## config.mk

```make
export PLATFORM = sky130hd
export DESIGN_NAME = encoder_param_ctrl
export DESIGN_NICKNAME = d
export VERILOG_FILES = /design/src/rtl/encoder_param_ctrl.sv
export SDC_FILE = /design/constraint.sdc
export NUM_CORES = 1
export LEC_CHECK = 0
export BUFFER_PORTS_ARGS = -buffer_cell sky130_fd_sc_hd__buf_2
export CORE_MARGIN = 4
export CORE_UTILIZATION = 30
export DETAILED_ROUTE_END_ITERATION = 12
export HOLD_SLACK_MARGIN = 0.05
export PLACE_DENSITY = 0.53
export SLEW_MARGIN = 20
export SYNTH_ARGS = -nofsm -noshare
export SYNTH_HDL_FRONTEND = slang
export SYNTH_SLANG_ARGS = --single-unit
```

## constraint.sdc

```tcl
create_clock -name clk -period 4 [get_ports clk]
set_input_delay 0.4 -clock clk [delete_from_list [all_inputs] [get_ports clk]]
set_output_delay 0.4 -clock clk [all_outputs]
set_load 0.01 [all_outputs]
```

## src/rtl/encoder_param_ctrl.sv

```systemverilog
// Rotary-encoder parameter bank: detent steps adjust the selected value with acceleration,
// short press selects the next parameter, long press restores the default. Wrap mode: ENC_CTRL_WRAP_EN.
module encoder_param_ctrl #(
  parameter int NUM_PARAMS    = 4,
  parameter int VALUE_W       = 8,
  parameter int MAX_VALUE     = 100,
  parameter int DEFAULT_VALUE = 50,
  parameter int ACCEL_WINDOW  = 2_500_000,
  parameter int ACCEL_STEP    = 4,
  parameter int LONG_PRESS    = 50_000_000
) (
  input  logic                              clk,
  input  logic                              reset_n,
  input  logic                              state_change_stb,
  input  logic                              clockwise,
  input  logic                              click,
  input  logic                              switch,
  output logic [$clog2(NUM_PARAMS)-1:0]     param_sel,
  output logic [NUM_PARAMS*VALUE_W-1:0]     param_values,
  output logic                              value_update_stb,
  output logic                              sel_update_stb,
  output logic                              at_limit
);

  localparam int SEL_W = $clog2(NUM_PARAMS);
  localparam int IW    = $clog2(ACCEL_WINDOW + 1);
  localparam int HW    = $clog2(LONG_PRESS);

  typedef logic [VALUE_W-1:0] val_t;
  typedef logic [VALUE_W:0]   ext_t;
  typedef logic [SEL_W-1:0]   sel_t;
  typedef logic [IW-1:0]      intv_t;
  typedef logic [HW-1:0]      hold_t;

  localparam ext_t  MAXV      = ext_t'(MAX_VALUE);
  localparam val_t  DEFV      = val_t'(DEFAULT_VALUE);
  localparam sel_t  LAST_SEL  = sel_t'(NUM_PARAMS - 1);
  localparam intv_t WIN       = intv_t'(ACCEL_WINDOW);
  localparam hold_t HOLD_LAST = hold_t'(LONG_PRESS - 1);

`ifdef ENC_CTRL_WRAP_EN
  localparam bit WRAP = 1'b1;
`else
  localparam bit WRAP = 1'b0;
`endif

  typedef enum logic [1:0] {S_IDLE, S_PRESSED, S_HELD} state_e;

  state_e state_q, state_d;
  hold_t  hold_q, hold_d;
  intv_t  intv_q, intv_d;
  sel_t   sel_q, sel_d;
  val_t   vals_q [NUM_PARAMS];
  val_t   vals_d [NUM_PARAMS];
  logic   vstb_q, vstb_d, sstb_q, sstb_d, lim_q, lim_d;

  logic   press_ev, step_ev, clamp;
  ext_t   cur, step_sz, sum, diff, nxt;

  // A press wins over a step decoded from the same strobe.
  assign press_ev = state_change_stb & ~switch;
  assign step_ev  = state_change_stb & click & switch;

  always_comb begin
    cur     = ext_t'(vals_q[sel_q]);
    step_sz = (intv_q < WIN) ? ext_t'(ACCEL_STEP) : ext_t'(1);
    sum     = cur + step_sz;
    diff    = cur - step_sz;
    clamp   = 1'b0;
    nxt     = sum;
    if (clockwise) begin
      if (sum > MAXV) begin
        clamp = 1'b1;
        nxt   = WRAP ? sum - MAXV - ext_t'(1) : MAXV;
      end
    end else begin
      nxt = diff;
      // diff has wrapped modulo 2^(VALUE_W+1); adding MAX+1 lands on the wrapped value.
      if (cur < step_sz) begin
        clamp = 1'b1;
        nxt   = WRAP ? diff + MAXV + ext_t'(1) : '0;
      end
    end
  end

  always_comb begin
    state_d = state_q;
    hold_d  = hold_q;
    intv_d  = (intv_q == WIN) ? intv_q : intv_q + intv_t'(1);
    sel_d   = sel_q;
    vals_d  = vals_q;
    vstb_d  = 1'b0;
    sstb_d  = 1'b0;
    lim_d   = 1'b0;
    case (state_q)
      S_IDLE: begin
        if (press_ev) begin
          state_d = S_PRESSED;
          hold_d  = '0;
        end else if (step_ev) begin
          vals_d[sel_q] = nxt[VALUE_W-1:0];
          intv_d        = '0;
          lim_d         = clamp;
          vstb_d        = WRAP ? 1'b1 : (nxt != cur);
        end
      end
      S_PRESSED: begin
        if (switch) begin
          sel_d   = (sel_q == LAST_SEL) ? '0 : sel_q + sel_t'(1);
          sstb_d  = 1'b1;
          state_d = S_IDLE;
        end else if (hold_q == HOLD_LAST) begin
          vals_d[sel_q] = DEFV;
          vstb_d        = (vals_q[sel_q] != DEFV);
          state_d       = S_HELD;
        end else begin
          hold_d = hold_q + hold_t'(1);
        end
      end
      S_HELD: begin
        if (switch) state_d = S_IDLE;
      end
      default: state_d = S_IDLE;
    endcase
  end

  always_ff @(posedge clk or negedge reset_n) begin
    if (!reset_n) begin
      state_q <= S_IDLE;
      hold_q  <= '0;
      intv_q  <= WIN;
      sel_q   <= '0;
      for (int unsigned i = 0; i < NUM_PARAMS; i++) vals_q[i] <= DEFV;
      vstb_q  <= 1'b0;
      sstb_q  <= 1'b0;
      lim_q   <= 1'b0;
    end else begin
      state_q <= state_d;
      hold_q  <= hold_d;
      intv_q  <= intv_d;
      sel_q   <= sel_d;
      vals_q  <= vals_d;
      vstb_q  <= vstb_d;
      sstb_q  <= sstb_d;
      lim_q   <= lim_d;
    end
  end

  always_comb begin
    param_values = '0;
    for (int unsigned i = 0; i < NUM_PARAMS; i++)
      param_values[i*VALUE_W +: VALUE_W] = vals_q[i];
  end

  assign param_sel        = sel_q;
  assign value_update_stb = vstb_q;
  assign sel_update_stb   = sstb_q;
  assign at_limit         = lim_q;

endmodule

```

* After elaboration in Yosys (flattened, before gate mapping) *
Index checks and enable logic that the tools add are counted.
W data, S select, Z words.

storage, ports and cells
  flip-flop bits (word level) = 87
  latch bits = 0
  memory bits (writable) = 0
  memory bits (read-only) = 0
  bits of input ports = 6
  output and inout port bits = 37
  memories = 0

cells by class
  add/subtract/negate cells = 5
  multipliers = 0
  divide/modulo/power cells = 0
  order comparisons = 5
  equal/unequal tests = 15
  shifts and indexed selects = 0
  multiplexer cells = 42
  bitwise gates (word level) = 8
  reductions and logical operators = 7

operator list
  cell                     number
  $mux W32                 4
  $mux W22                 4
  $mux W26                 3
  $pmux W32 S2             1
  $pmux W26 S2             1
  $bwmux W32               1
  $mux W9                  3
  $add A26 B1 Y26 const B  1
  $eq A26 B26 Y1 const B   1
  $mux W8                  3
  $add A22 B1 Y22 const B  1
  $eq A22 B22 Y1 const B   1
  $lt A22 B22 Y1 const B   1
  $and A20 B20 Y20         1
  $not A20 Y20             1
  $bmux W8 S2              1
  $demux W8 S2             1
  $ne A2 B2 Y1 const B     7
  $mux W1                  12
  $or A12 B12 Y12          1
  $mux W2                  5
  $add A8 B3 Y9            1
  $gt A9 B7 Y1 const B     1
  $ne A9 B8 Y1             1
  other kinds (22)         25

* Longest topological paths before layout *
Gate-level depths: netlist of run 1.

  depth in word-level cells = 12
  depth in mapped cells = 17
  gate-level depth less buffers = 17

* Worst setup path after synthesis of run 1 *
Ideal clock, no wire load.

  path kind = reg2reg
  start point = register intv_q[6]
  end point = register vstb_q (netlist: value_update_stb)
  arrival = 3.752 ns
  required time = 3.860 ns
  path slack = 0.108 ns
  cell stages (with the launch flop) = 17
  clock period less this slack = 3.892 ns
  cells stage by stage = dfrtp_1 -> and3_1 -> o21ai_0 -> nand2_1 -> a2111oi_0 -> nor2_1 -> o31ai_1 -> nand2_1 -> ha_1 -> or3b_1 -> o221ai_2 -> nand3_1 -> a31o_2 -> a21bo_4 -> a311o_1 -> a21oi_1 -> a31oi_1

between the ends
  cells in the longest elaborated chain, start to end = 10
  elaborated cells between the ends (all ways) = 13
  classes of those cells = 2 x add/sub; 3 x order compare; 1 x eq/ne; 7 x mux

RTL lines
  what                      RTL line  RTL
  start: declaration        51        intv_t intv_q, intv_d;
  start signal: assignment  140       intv_q <= intv_d;
  $lt A22 B22 Y1 *          66        step_sz = (intv_q < WIN) ? ext_t'(ACCEL_STEP) : ext_t'(1);
  $mux W3 *                 66
  $add A8 B3 Y9             67        sum = cur + step_sz;
  $gt A9 B7 Y1              72        if (sum > MAXV) begin
  $mux W9                   72
  $mux W9 *                 71        if (clockwise) begin
  $ne A9 B8 Y1 *            104       vstb_d = WRAP ? 1'b1 : (nxt != cur);
  $mux W1 *                 100       end else if (step_ev) begin
  $mux W1 *                 97        if (press_ev) begin
  $pmux W1 S2 *             95        case (state_q)
  net vstb_d                55        logic vstb_q, vstb_d, sstb_q, sstb_d, lim_q, lim_d;
  end signal: assignment    143       vstb_q <= vstb_d;
  end: declaration          55

The timed path passes the listed nets; every way through them passes the cells marked *.
A chain may end at the register's enable or synchronous reset.

* Worst setup path after layout of run 1 *
  start point = register intv_q[6]
  end point = register vals_q (netlist bit param_values[24])

between the ends
  cells in the longest elaborated chain, start to end = 10
  elaborated cells between the ends (all ways) = 13
  classes of those cells = 2 x add/sub; 3 x order compare; 8 x mux

RTL lines
  what                    RTL line  RTL
  $lt A22 B22 Y1 *        66
  $mux W3 *               66
  $add A8 B3 Y9           67
  $gt A9 B7 Y1            72
  $mux W9                 72
  $mux W9 *               71
  $bwmux W32 *            101       vals_d[sel_q] = nxt[VALUE_W-1:0];
  $mux W32 *              100
  $mux W32 *              97
  $pmux W32 S2 *          95
  end signal: assignment  142       vals_q <= vals_d;
  end: declaration        53        val_t vals_q [NUM_PARAMS];

Every way passes the cells marked *; elsewhere a longest branch is shown, timed or not. The select of a mux whose other input is x is not followed.

==> qor.csv, run 1 <==
metric,value,unit
area growth from synthesis to layout,22.6,%
final core occ,37.5,%
Top Ports,43,
core box area,16600,µm²
WHS,0.184,ns
Final HPWL DP,9800,µm
height of the die,138,µm
Required @ worst endpoint,4.29,ns
drt first pass iters,4,
max_slew headroom,40.1,%
antenna cells,0,
clk sink count,87,
Post-DP Area,5760,µm²
fin area,6230,µm²
first-pass GRT wire length,22000,µm
routed vias,4121,
Synth Instances,515,
root buffer cell,clkbuf_16,
leakage power,2.81,nW
maximum clock frequency,261,MHz
status,completed,
Mapped Area,5080,µm²
Slew Limit Fails,0,
final period utilization,95.7,%
"slowest stage delay, CP",0.39,ns
fill count,1698,
max_cap viols,0,
post-synth cell types,67,
Overall Global Routing Usage,14.2,%
Power Density,704,nW/µm²
crit-path cells,and3_4 > o21ai_2 > nand2_2 > a2111oi_4 > nor2_1 > o31ai_1 > nand2_1 > buf_6 > ha_4 > or3b_4 > o221ai_2 > buf_6 > nand3_1 > a31o_2 > a21bo_4 > buf_4 > a211oi_4 > mux2_2,
CTS Buffer Depth,2,
CTS Buf Count,9,
Main synth FF type,dfrtp_1,
post-synth net total,534,
multi-input logic area,2870,µm²
routed wl met2,7000,µm
crit-path most repeated cell,buf_6,
CTS tree,done,
H-tree Lvls,3,
Setup Skew,0.0134,ns
Initial Utilization,30.6,%
Post-CTS Hold Buffers,0,
Worst Max-Slew Pin Slew,0.898,ns
die area,19100,µm²
GRT overflow,0,
final setup violation count,0,
post-DR vias/cell,5.06,
PnR Total Power,4.38,mW
layout cell share with drive strength beyond 1,30.1,%
fin crit period,3.83,ns
wl on met1,5940,µm
initial antenna violation count,0,
drt drc,0,
number of global-route vias before repair,4254,
Hold Fails Final Rpt,0,
Final nets,608,
mean routed wirelength per cell,16.8,µm
post-synthesis sequential area ratio,43.4,%
Die Span X,138,µm
Min-Delay Path Class,input port to async pin,
met3 wire length,438,µm
crit-path max FO,7,
CP startpoint kind,register,
cell row count,47,
Worst VDD drop,0.220,mV
synthesis-stage register bit count,87,
gpl congestion,0.931,
Cells after DPL,797,
Final ANT Viol Nets,0,
uppermost layer routed,met4,
clock-pin slew on the worst setup and hold paths,0.07,ns
unrepaired setup endpoints after global routing,true,
worst skew pair latency,0.35,ns
warnings from Yosys,0,
Buffers on Ports,42,
Starting DRT DRC Count,268,
slowest CP cell,or3b_4,
largest net degree at the start of global routing,70,
number of cells in the finished layout apart from fillers,814,
overall routed net length,13600,µm
CP arrival,4.12,ns
number of flops mapped to enable cells by yosys,0,
asr flop ratio synth,100,%
Seq. cell area,2200,µm²
Setup CP Type,register to register,
syn avg cell area,9.86,µm²
Crit. End Element,register,
[cells by family after synthesis]
family / count (synthesis) / share of synthesized area (%)
flip-flops: 87 / 43.4
multiplexers: 37 / 9.73
adder cells (fa/ha/maj): 13 / 3.20
buffers and inverters: 35 / 2.81
AO/OA/AOI/OAI: 83 / 12.1
AND/OR/NAND/NOR: 215 / 21.0
XOR/XNOR: 45 / 7.76
[layout by cell type (no fill, tap or decap), types with 8 or more instances in the layout]
cell type  synthesis  layout
nor2_1            72      72
dfrtp_1           67      67
nand2_1           43      42
buf_2              3      41
buf_4              0      34
xor2_1            26      26
mux2_2            26      26
dfstp_2           20      20
inv_1             19      19
nand3_1           19      19
xnor2_1           19      19
and3_1            19      18
a21oi_1           17      17
o21ai_0           18      16
ha_1              13      11
clkbuf_16          0       9
nor3_1             8       8
[critical path, delay by kind of cell (launching register included)]
| family | cells | cell delay, ns |
|---|---|---|
| compound gates | 7 | 1.60 |
| simple gates | 6 | 0.93 |
| buf+inv | 3 | 0.44 |
| flops | 1 | 0.37 |
| fa+ha+maj | 1 | 0.22 |
| mux | 1 | 0.20 |
[per-layer routing]
metal / up-vias / GRT usage (%)
li1: 1987 / -
met1: 2044 / 17.1
met2: 69 / 24.8
met3: 21 / 3.45
met4: 0 / 5.25
met5: - / 0
[where the power goes]
part,switching (mW),internal (mW),total [mW]
clock network,0.366,0.507,0.873
logic,1.30,0.941,2.24
registers,0.168,1.10,1.27
total,1.83,2.55,4.38
[registers in the layout, summed over array words and instances, names as in the netlist]
name and flops:
at_limit 1, sel_update_stb 1, value_update_stb 1, hold_q 26, param_sel 2, state_q 2
intv_q 22, param_values 32
[cell type report]
cell class | instances | share of cell area, %
Clock buffer | 11 | 3.90
Inverter | 20 | 1.21
Sequential cell | 87 | 35.4
Tap cell | 220 | 4.42
Timing Repair Buffer | 78 | 7.94
Multi-Input combinational cell | 393 | 46.1
Clock inverter | 5 | 1.02
[per-stage QoR]
stage | setup WS [ns] | setup TNS, ns
6_report | 0.174 | 0
3_5_place_dp | -0.0407 | -0.360
2_1_floorplan | 0.108 | 0
5_1_grt | -0.0200 | -0.152
4_1_cts | 0.0141 | 0
3_3_place_gp | -0.138 | -1.16
[cells in the mapped netlist (all sizes together), types with 4 or more instances]
master,n,area (µm²)
nor4,4,25.0
a211oi,5,47.5
nand2,43,161
dfstp,20,526
or3,5,31.3
nor2,72,270
buf,5,30.0
nand2b,6,37.5
mux2,26,293
mux2i,4,40.0
mux4,7,161
o221ai,4,47.6
or2,6,37.5
ha,13,163
xor2,26,228
and2,5,33.8
nor2b,5,31.3
nand3,19,95.1
nor3,8,40.0
o21ai,19,95.1
dfrtp,67,1680
and4,4,35.0
nand4,6,37.5
a21oi,17,85.1
and3,19,119
xnor2,19,166
clkbuf,10,37.5
o31ai,6,45.0
inv,20,75.1
[worst paths after layout]
check	endpoint	slack [ns]	depth (start not counted)	from
max	param_values[24]	0.17	18	intv_q[6]
min	param_values[8]	0.18	1	reset_n
max reg2reg	param_values[24]	0.17	18	intv_q[6]
min reg2reg	param_values[28]	0.48	2	param_values[28]
max in group asynchronous	param_values[12]	2.94	2	reset_n
min in group clk	state_q[1]	0.28	2	switch
[timing repair]
action	in CTS	in global routing
setup buffers	0	3
pin swaps	1	15
resized for setup	4	25
setup endpoints to repair	16	29
Note: power is estimated with default switching activity, not from simulation.
==> run 2, diff against run 1 <==
--- a/config.mk
+++ b/config.mk
@@ -5,9 +5,11 @@
 export SDC_FILE = /design/constraint.sdc
 export NUM_CORES = 1
 export LEC_CHECK = 0
+export ABC_AREA = 1
 export BUFFER_PORTS_ARGS = -buffer_cell sky130_fd_sc_hd__buf_2
 export CORE_MARGIN = 4
 export CORE_UTILIZATION = 30
+export CTS_CLUSTER_DIAMETER = 40
 export DETAILED_ROUTE_END_ITERATION = 12
 export HOLD_SLACK_MARGIN = 0.05
 export PLACE_DENSITY = 0.53
==> run 2 against run 1 <==
  * Die area rose by 8.6%
  * Combinational power barely moved
  * Critical path depth rose by 9
  * Via count rose by 16%
  * Core utilization fell by 2.5 points
  * Clock skew barely moved
  * Worst setup slack improved by 0.39 ns
==> qor.csv, run 2 <==
metric,value,unit,change
Buffers on Ports,42,,unchanged
Setup CP Type,register to register,,unchanged
crit-path max FO,6,,was 7
Seq. cell area,2200,µm²,unchanged
"Largest delay share family, worst path",simple AND/OR/NAND/NOR gates,,was compound AO/OA/AOI/OAI gates
top-count cell post-synth,nand2_1,,was nor2_1
crit-path most repeated cell,nand2_1,,was buf_6
layout cell share with drive strength beyond 1,21.0,%,was 30.1%
Final nets,775,,was 608
WP buf/inv,3,,unchanged
multi-input logic area,2870,µm²,about the same
Initial Utilization,30.6,%,about the same
post-synth cell types,45,,was 67
post-synth net total,727,,was 534
Power Density,723,nW/µm²,was 704 nW/µm²
Crit. End Element,register,,unchanged
number of cells in the finished layout apart from fillers,990,,was 814
H-tree Lvls,3,,unchanged
post-synthesis sequential area ratio,39.8,%,was 43.4%
final setup violation count,0,,unchanged
area growth from synthesis to layout,14.5,%,was 22.6%
Setup Skew,0.0131,ns,was 0.0134 ns
largest net degree at the start of global routing,68,,was 70
Required @ worst endpoint,4.24,ns,was 4.29 ns
clock-pin slew on the worst setup and hold paths,0.07,ns,about the same
mean routed wirelength per cell,14.6,µm,was 16.8 µm
die area,20700,µm²,was 19100 µm²
Register-to-Register Path Depth,27,,was 18
Final ANT Viol Nets,0,,unchanged
Hold Fails Final Rpt,0,,unchanged
"commonest non-fill, non-tap cells in the layout","nand2_1, inv_1, nor2_1",,"was nor2_1, dfrtp_1, nand2_1"
core box area,18100,µm²,was 16600 µm²
Overall Global Routing Usage,14.6,%,was 14.2%
number of global-route vias before repair,4707,,was 4254
Die Span X,144,µm,was 138 µm
R2R setup slack,0.56,ns,was 0.17 ns
GRT overflow,0,,unchanged
r2r endpoint,value_update_stb,,was param_values[24]
gpl congestion,0.952,,was 0.931
Worst VDD drop,0.244,mV,was 0.220 mV
post-DR vias/cell,4.81,,was 5.06
r2r startpoint,intv_q[7],,was intv_q[6]
max_cap viols,0,,unchanged
drt drc,0,,unchanged
initial antenna violation count,1,,was 0
routed vias,4766,,was 4121
fin crit period,3.44,ns,was 3.83 ns
warnings from Yosys,0,,unchanged
CTS Buf Count,9,,unchanged
clk sink count,87,,unchanged
"Setup Fix Bufs, Post-CTS",0,,unchanged
slowest CP cell,dfstp_2,,was or3b_4
overall routed net length,14400,µm,was 13600 µm
CTS Buffer Depth,2,,unchanged
synthesis-stage register bit count,87,,unchanged
Worst Max-Slew Pin Slew,0.879,ns,was 0.898 ns
unrepaired setup endpoints after global routing,false,,was true
Top Ports,43,,unchanged
leakage power,2.90,nW,was 2.81 nW
drt first pass iters,5,,was 4
maximum clock frequency,291,MHz,was 261 MHz
antenna cells,0,,unchanged
Synth top cells by count,"nand2_1, inv_1, nor2_1",,"was nor2_1, dfrtp_1, nand2_1"
synth top area cells,"dfrtp_1, dfstp_2, nand2_1, inv_1, nor2_1",,"was dfrtp_1, dfstp_2, mux2_2, nor2_1, xor2_1"
Min-Delay Path Class,input port to async pin,,unchanged
cell row count,49,,was 47
"slowest stage delay, CP",0.56,ns,was 0.39 ns
fill count,1900,,was 1698
Yosys top cell area share,30.3,%,was 33.0%
Main synth FF type,dfrtp_1,,unchanged
worst skew pair latency,0.35,ns,about the same
max_slew headroom,41.4,%,was 40.1%
CTS tree,done,,unchanged
Slew Limit Fails,0,,unchanged
syn avg cell area,7.82,µm²,was 9.86 µm²
max reg flops,32,,unchanged
root buffer cell,clkbuf_16,,unchanged
number of flops mapped to enable cells by yosys,0,,unchanged
WHS,0.158,ns,was 0.184 ns
Final HPWL DP,10700,µm,was 9800 µm
Synth Instances,708,,was 515
Cells after DPL,974,,was 797
asr flop ratio synth,100,%,unchanged
Fin Setup TNS,0,ns,unchanged
status,completed,,unchanged
cells resized by post-CTS repair,0,,was 4
cell taking the most area after synthesis,dfrtp_1,,unchanged
Post-CTS Hold Buffers,0,,unchanged
CP arrival,3.68,ns,was 4.12 ns
"commonest non-fill, non-tap cell in the layout",nand2_1,,was nor2_1
first-pass GRT wire length,24100,µm,was 22000 µm
final period utilization,86.0,%,was 95.7%
height of the die,144,µm,was 138 µm
CP startpoint kind,register,,unchanged
Mapped Area,5540,µm²,was 5080 µm²
Starting DRT DRC Count,275,,was 268
-- run 2: changes by cell type in the layout (fill, tap and decap cells not counted), moves of 12 or more --
| cell | delta |
|---|---|
| nand3_1 | +32 |
| inv_1 | +75 |
| nand4_1 | +14 |
| and3_1 | -18 |
| nor3_1 | +12 |
| buf_4 | -27 |
| xor2_1 | -16 |
| nand2_1 | +98 |
| nand2_2 | +24 |
-- run 2: how the worst max path moves through the flow --
stage,startpoint,end,slack [ns],cells past startpoint
2_1_floorplan,intv_q[7],value_update_stb,1.11,27
3_3_place_gp,intv_q[7],param_values[30],0.71,21
6_report,intv_q[7],value_update_stb,0.56,27
4_1_cts,intv_q[11],param_values[30],0.58,20
5_1_grt,intv_q[7],value_update_stb,0.17,27
3_5_place_dp,intv_q[7],value_update_stb,0.63,27
-- run 2: worst reg2reg max path: stages, from the launching register on --
cell and delay [ns]:
dfstp_2 0.56, nand2_1 0.06, nor2_1 0.15, inv_1 0.09, nor3_1 0.16, o41ai_1 0.10
a31oi_1 0.17, nor2_1 0.08, inv_1 0.12, ha_1 0.34, inv_1 0.12, nand2_1 0.06
nand2_1 0.10, nand3_1 0.12, nor2_1 0.10, nand2_1 0.06, nand2_1 0.09, nor2_2 0.05
nand2_2 0.10, nand3_1 0.12, nand2_1 0.10, nand2_1 0.05, nand2_1 0.08, nand3_1 0.07
nor2_1 0.12, nand2_1 0.06, nand2_1 0.05, nand2_1 0.05
-- run 2: metal layers --
metal	vias up	track usage, %	wire length, µm	share of wire [%]
met5	-	0	12	0.083
met4	2	3.27	97	0.67
met3	9	3.56	599	4.2
met2	79	24.1	6930	48
met1	2236	19.5	6770	47
li1	2440	-	-	-
-- run 2: through the flow --
step                power [mW]  utilization (%)  instance area [µm²]  setup slack, ns
finish                    4.59             35.1                 6340            0.561
global route              4.98             35.1                 6340            0.169
detailed placement        3.62             33.2                 6000            0.625
global placement          3.63             33.2                 6000            0.710
CTS                       4.64             35.1                 6340            0.581
floorplan                 3.01                -                 5540             1.11
-- run 2: kinds of logic (layout without fill, tap and decap cells) --
family,after synthesis,in the layout,synth area share (%)
and+or+nand+nor,369,369,32.5
buffers and inverters,112,165,8.45
AOI/OAI and AO/OA,90,90,9.78
DFF,87,87,39.8
xor gates and xnor gates,20,20,3.16
muxes,17,17,3.46
adders and majority gates,13,13,2.94
-- run 2: final cells by class --
type	count	share of cell area [%]
Sequential cell	87	34.7
Timing Repair Buffer	48	4.06
Multi-Input combinational cell	509	45.2
Tap cell	229	4.52
Clock inverter	5	1.64
Inverter	101	6.02
Clock buffer	11	3.83
-- run 2: power by group --
group / internal, mW / switching [mW] / total [mW]
combinational: 0.799 / 1.45 / 2.25
sequential: 1.14 / 0.207 / 1.35
clock: 0.629 / 0.357 / 0.986
==> run 3, diff against run 2 <==
--- a/config.mk
+++ b/config.mk
@@ -10,9 +10,10 @@
 export CORE_MARGIN = 4
 export CORE_UTILIZATION = 30
 export CTS_CLUSTER_DIAMETER = 40
+export CTS_CLUSTER_SIZE = 30
 export DETAILED_ROUTE_END_ITERATION = 12
 export HOLD_SLACK_MARGIN = 0.05
-export PLACE_DENSITY = 0.53
+export PLACE_DENSITY = 0.52
 export SLEW_MARGIN = 20
 export SYNTH_ARGS = -nofsm -noshare
 export SYNTH_HDL_FRONTEND = slang
==> constraint.sdc (replaced) <==
create_clock -name clk -period 4.4 [get_ports clk]
set_input_delay 0.44 -clock clk [delete_from_list [all_inputs] [get_ports clk]]
set_output_delay 0.44 -clock clk [all_outputs]
set_load 0.01 [all_outputs]
==> run 3 against run 2 <==
  * Die area unchanged
  * Sequential share of layout area up 0.43 points
  * Global-route usage up 0.40 points
  * Via count down 0.15%
  * Worst setup slack better by 0.53 ns
  * Core utilization down 0.43 points
  * Largest power group unchanged
==> qor.csv, run 3 (synthesis gave the netlist of run 2 again) <==
metric,value,unit,change
status,completed,,unchanged
Overall Global Routing Usage,15.0,%,was 14.6%
clk sink count,87,,unchanged
Min-Delay Path Class,input port to async pin,,unchanged
root buffer cell,clkbuf_16,,unchanged
number of global-route vias before repair,4773,,was 4707
Worst Max-Slew Pin Slew,0.793,ns,was 0.879 ns
Final HPWL DP,10900,µm,was 10700 µm
Required @ worst endpoint,4.65,ns,was 4.24 ns
initial antenna violation count,0,,was 1
maximum clock frequency,303,MHz,was 291 MHz
area growth from synthesis to layout,13.1,%,was 14.5%
worst skew pair latency,0.35,ns,about the same
multi-input logic area,2870,µm²,unchanged
dpl ws,1.10,ns,was 0.625 ns
CTS Buffer Depth,2,,unchanged
Initial Utilization,30.6,%,unchanged
height of the die,144,µm,unchanged
clock-pin slew on the worst setup and hold paths,0.07,ns,about the same
Worst VDD drop,0.323,mV,was 0.244 mV
die area,20700,µm²,unchanged
Starting DRT DRC Count,268,,was 275
Top Ports,43,,unchanged
routed vias,4759,,was 4766
unrepaired setup endpoints after global routing,false,,unchanged
"Setup Fix Bufs, Post-CTS",0,,unchanged
antenna cells,0,,unchanged
CP startpoint kind,register,,unchanged
CTS Buf Count,9,,unchanged
max_slew headroom,47.1,%,was 41.4%
max reg flops,32,,unchanged
largest net degree at the start of global routing,62,,was 68
final period utilization,75.1,%,was 86.0%
CTS tree,done,,unchanged
max_cap viols,0,,unchanged
final worst slack,1.10,ns,was 0.561 ns
core box area,18100,µm²,unchanged
layout cell share with drive strength beyond 1,20.6,%,was 21.0%
cells resized by post-CTS repair,0,,unchanged
Final ANT Viol Nets,0,,unchanged
overall routed net length,14700,µm,was 14400 µm
Buffers on Ports,42,,unchanged
R2R setup slack,1.10,ns,was 0.56 ns
leakage power,2.86,nW,was 2.90 nW
Crit. End Element,register,,unchanged
Post-CTS Hold Buffers,0,,unchanged
CP arrival,3.55,ns,was 3.68 ns
Seq. cell area,2200,µm²,unchanged
crit-path max FO,6,,unchanged
drt first pass iters,5,,unchanged
final setup violation count,0,,unchanged
Power Density,642,nW/µm²,was 723 nW/µm²
drt drc,0,,unchanged
Die Span X,144,µm,unchanged
Hold Fails Final Rpt,0,,unchanged
fill count,1915,,was 1900
Fin Setup TNS,0,ns,unchanged
GRT overflow,0,,unchanged
Setup CP Type,register to register,,unchanged
H-tree Lvls,3,,unchanged
"commonest non-fill, non-tap cells in the layout","nand2_1, inv_1, nor2_1",,unchanged
Setup Skew,0.00683,ns,was 0.0131 ns
Final nets,773,,was 775
"commonest non-fill, non-tap cell in the layout",nand2_1,,unchanged
cell row count,49,,unchanged
PnR Total Power,4.03,mW,was 4.59 mW
first-pass GRT wire length,24400,µm,was 24100 µm
Slew Limit Fails,0,,unchanged
fin crit period,3.30,ns,was 3.44 ns
mean routed wirelength per cell,14.8,µm,was 14.6 µm
gpl congestion,0.939,,was 0.952
post-DR vias/cell,4.82,,was 4.81
run 3: worst paths after layout:
check	from	to	depth (start not counted)
setup / recovery	intv_q[7]	value_update_stb	27
hold / removal	reset_n	intv_q[12]	1
setup reg to reg	intv_q[7]	value_update_stb	27
hold reg to reg	hold_q[2]	hold_q[2]	1
max in group asynchronous	reset_n	param_values[29]	2
min in group clk	switch	sel_update_stb	3
run 3: layout make-up:
cell class / count / share of cell area (%)
Tap cell: 229 / 4.57
Inverter: 101 / 6.09
Clock inverter: 4 / 0.759
Timing Repair Buffer: 46 / 3.87
Clock buffer: 12 / 3.77
Multi-Input combinational cell: 509 / 45.8
Sequential cell: 87 / 35.1
run 3: critical path: stages, from the launching register on:
cell and delay, ns:
dfstp_2 0.56, nand2_1 0.06, nor2_1 0.16, inv_1 0.09, nor3_1 0.17, o41ai_1 0.09
a31oi_1 0.13, nor2_1 0.08, inv_1 0.10, ha_1 0.33, nor2_1 0.14, nand3_1 0.10
nand2_1 0.14, nand2_1 0.09, nand2_1 0.06, nand2_1 0.08, nor2_2 0.10, nand2_2 0.10
nand3_2 0.08, nand2_2 0.07, nand2_1 0.08, nand2_1 0.05, nand2_1 0.05, nand2_1 0.05
nor2_1 0.10, nand2_1 0.06, nand2_1 0.05, nand2_1 0.04
run 3: power by group:
group / switching [mW] / internal (mW) / total, mW / leakage [nW]
registers: 0.167 / 1.04 / 1.21 / 1.10
logic: 1.34 / 0.710 / 2.05 / 1.62
clock network: 0.325 / 0.439 / 0.764 / 0.137
run 3: per-stage QoR:
| stage | area (µm²) | hold slack [ns] | util [%] | instances |
|---|---|---|---|---|
| 6_report | 6270 | 0.181 | 34.6 | 988 |
| 3_3_place_gp | 5980 | 0.481 | 33.1 | 972 |
| 5_1_grt | 6270 | 0.244 | 34.6 | 988 |
| 3_5_place_dp | 5980 | 0.476 | 33.1 | 972 |
| 4_1_cts | 6270 | 0.211 | 34.6 | 988 |
| 2_1_floorplan | 5540 | 0.144 | - | 708 |
run 3: metal layers:
metal,global-route usage [%],part of all wire (%),wire [µm],vias up
li1,-,-,-,2449
met1,19.3,47,6830,2217
met2,24.7,47,6960,68
met3,3.00,3.5,508,25
met4,6.24,2.5,372,0
met5,0,0,0,-
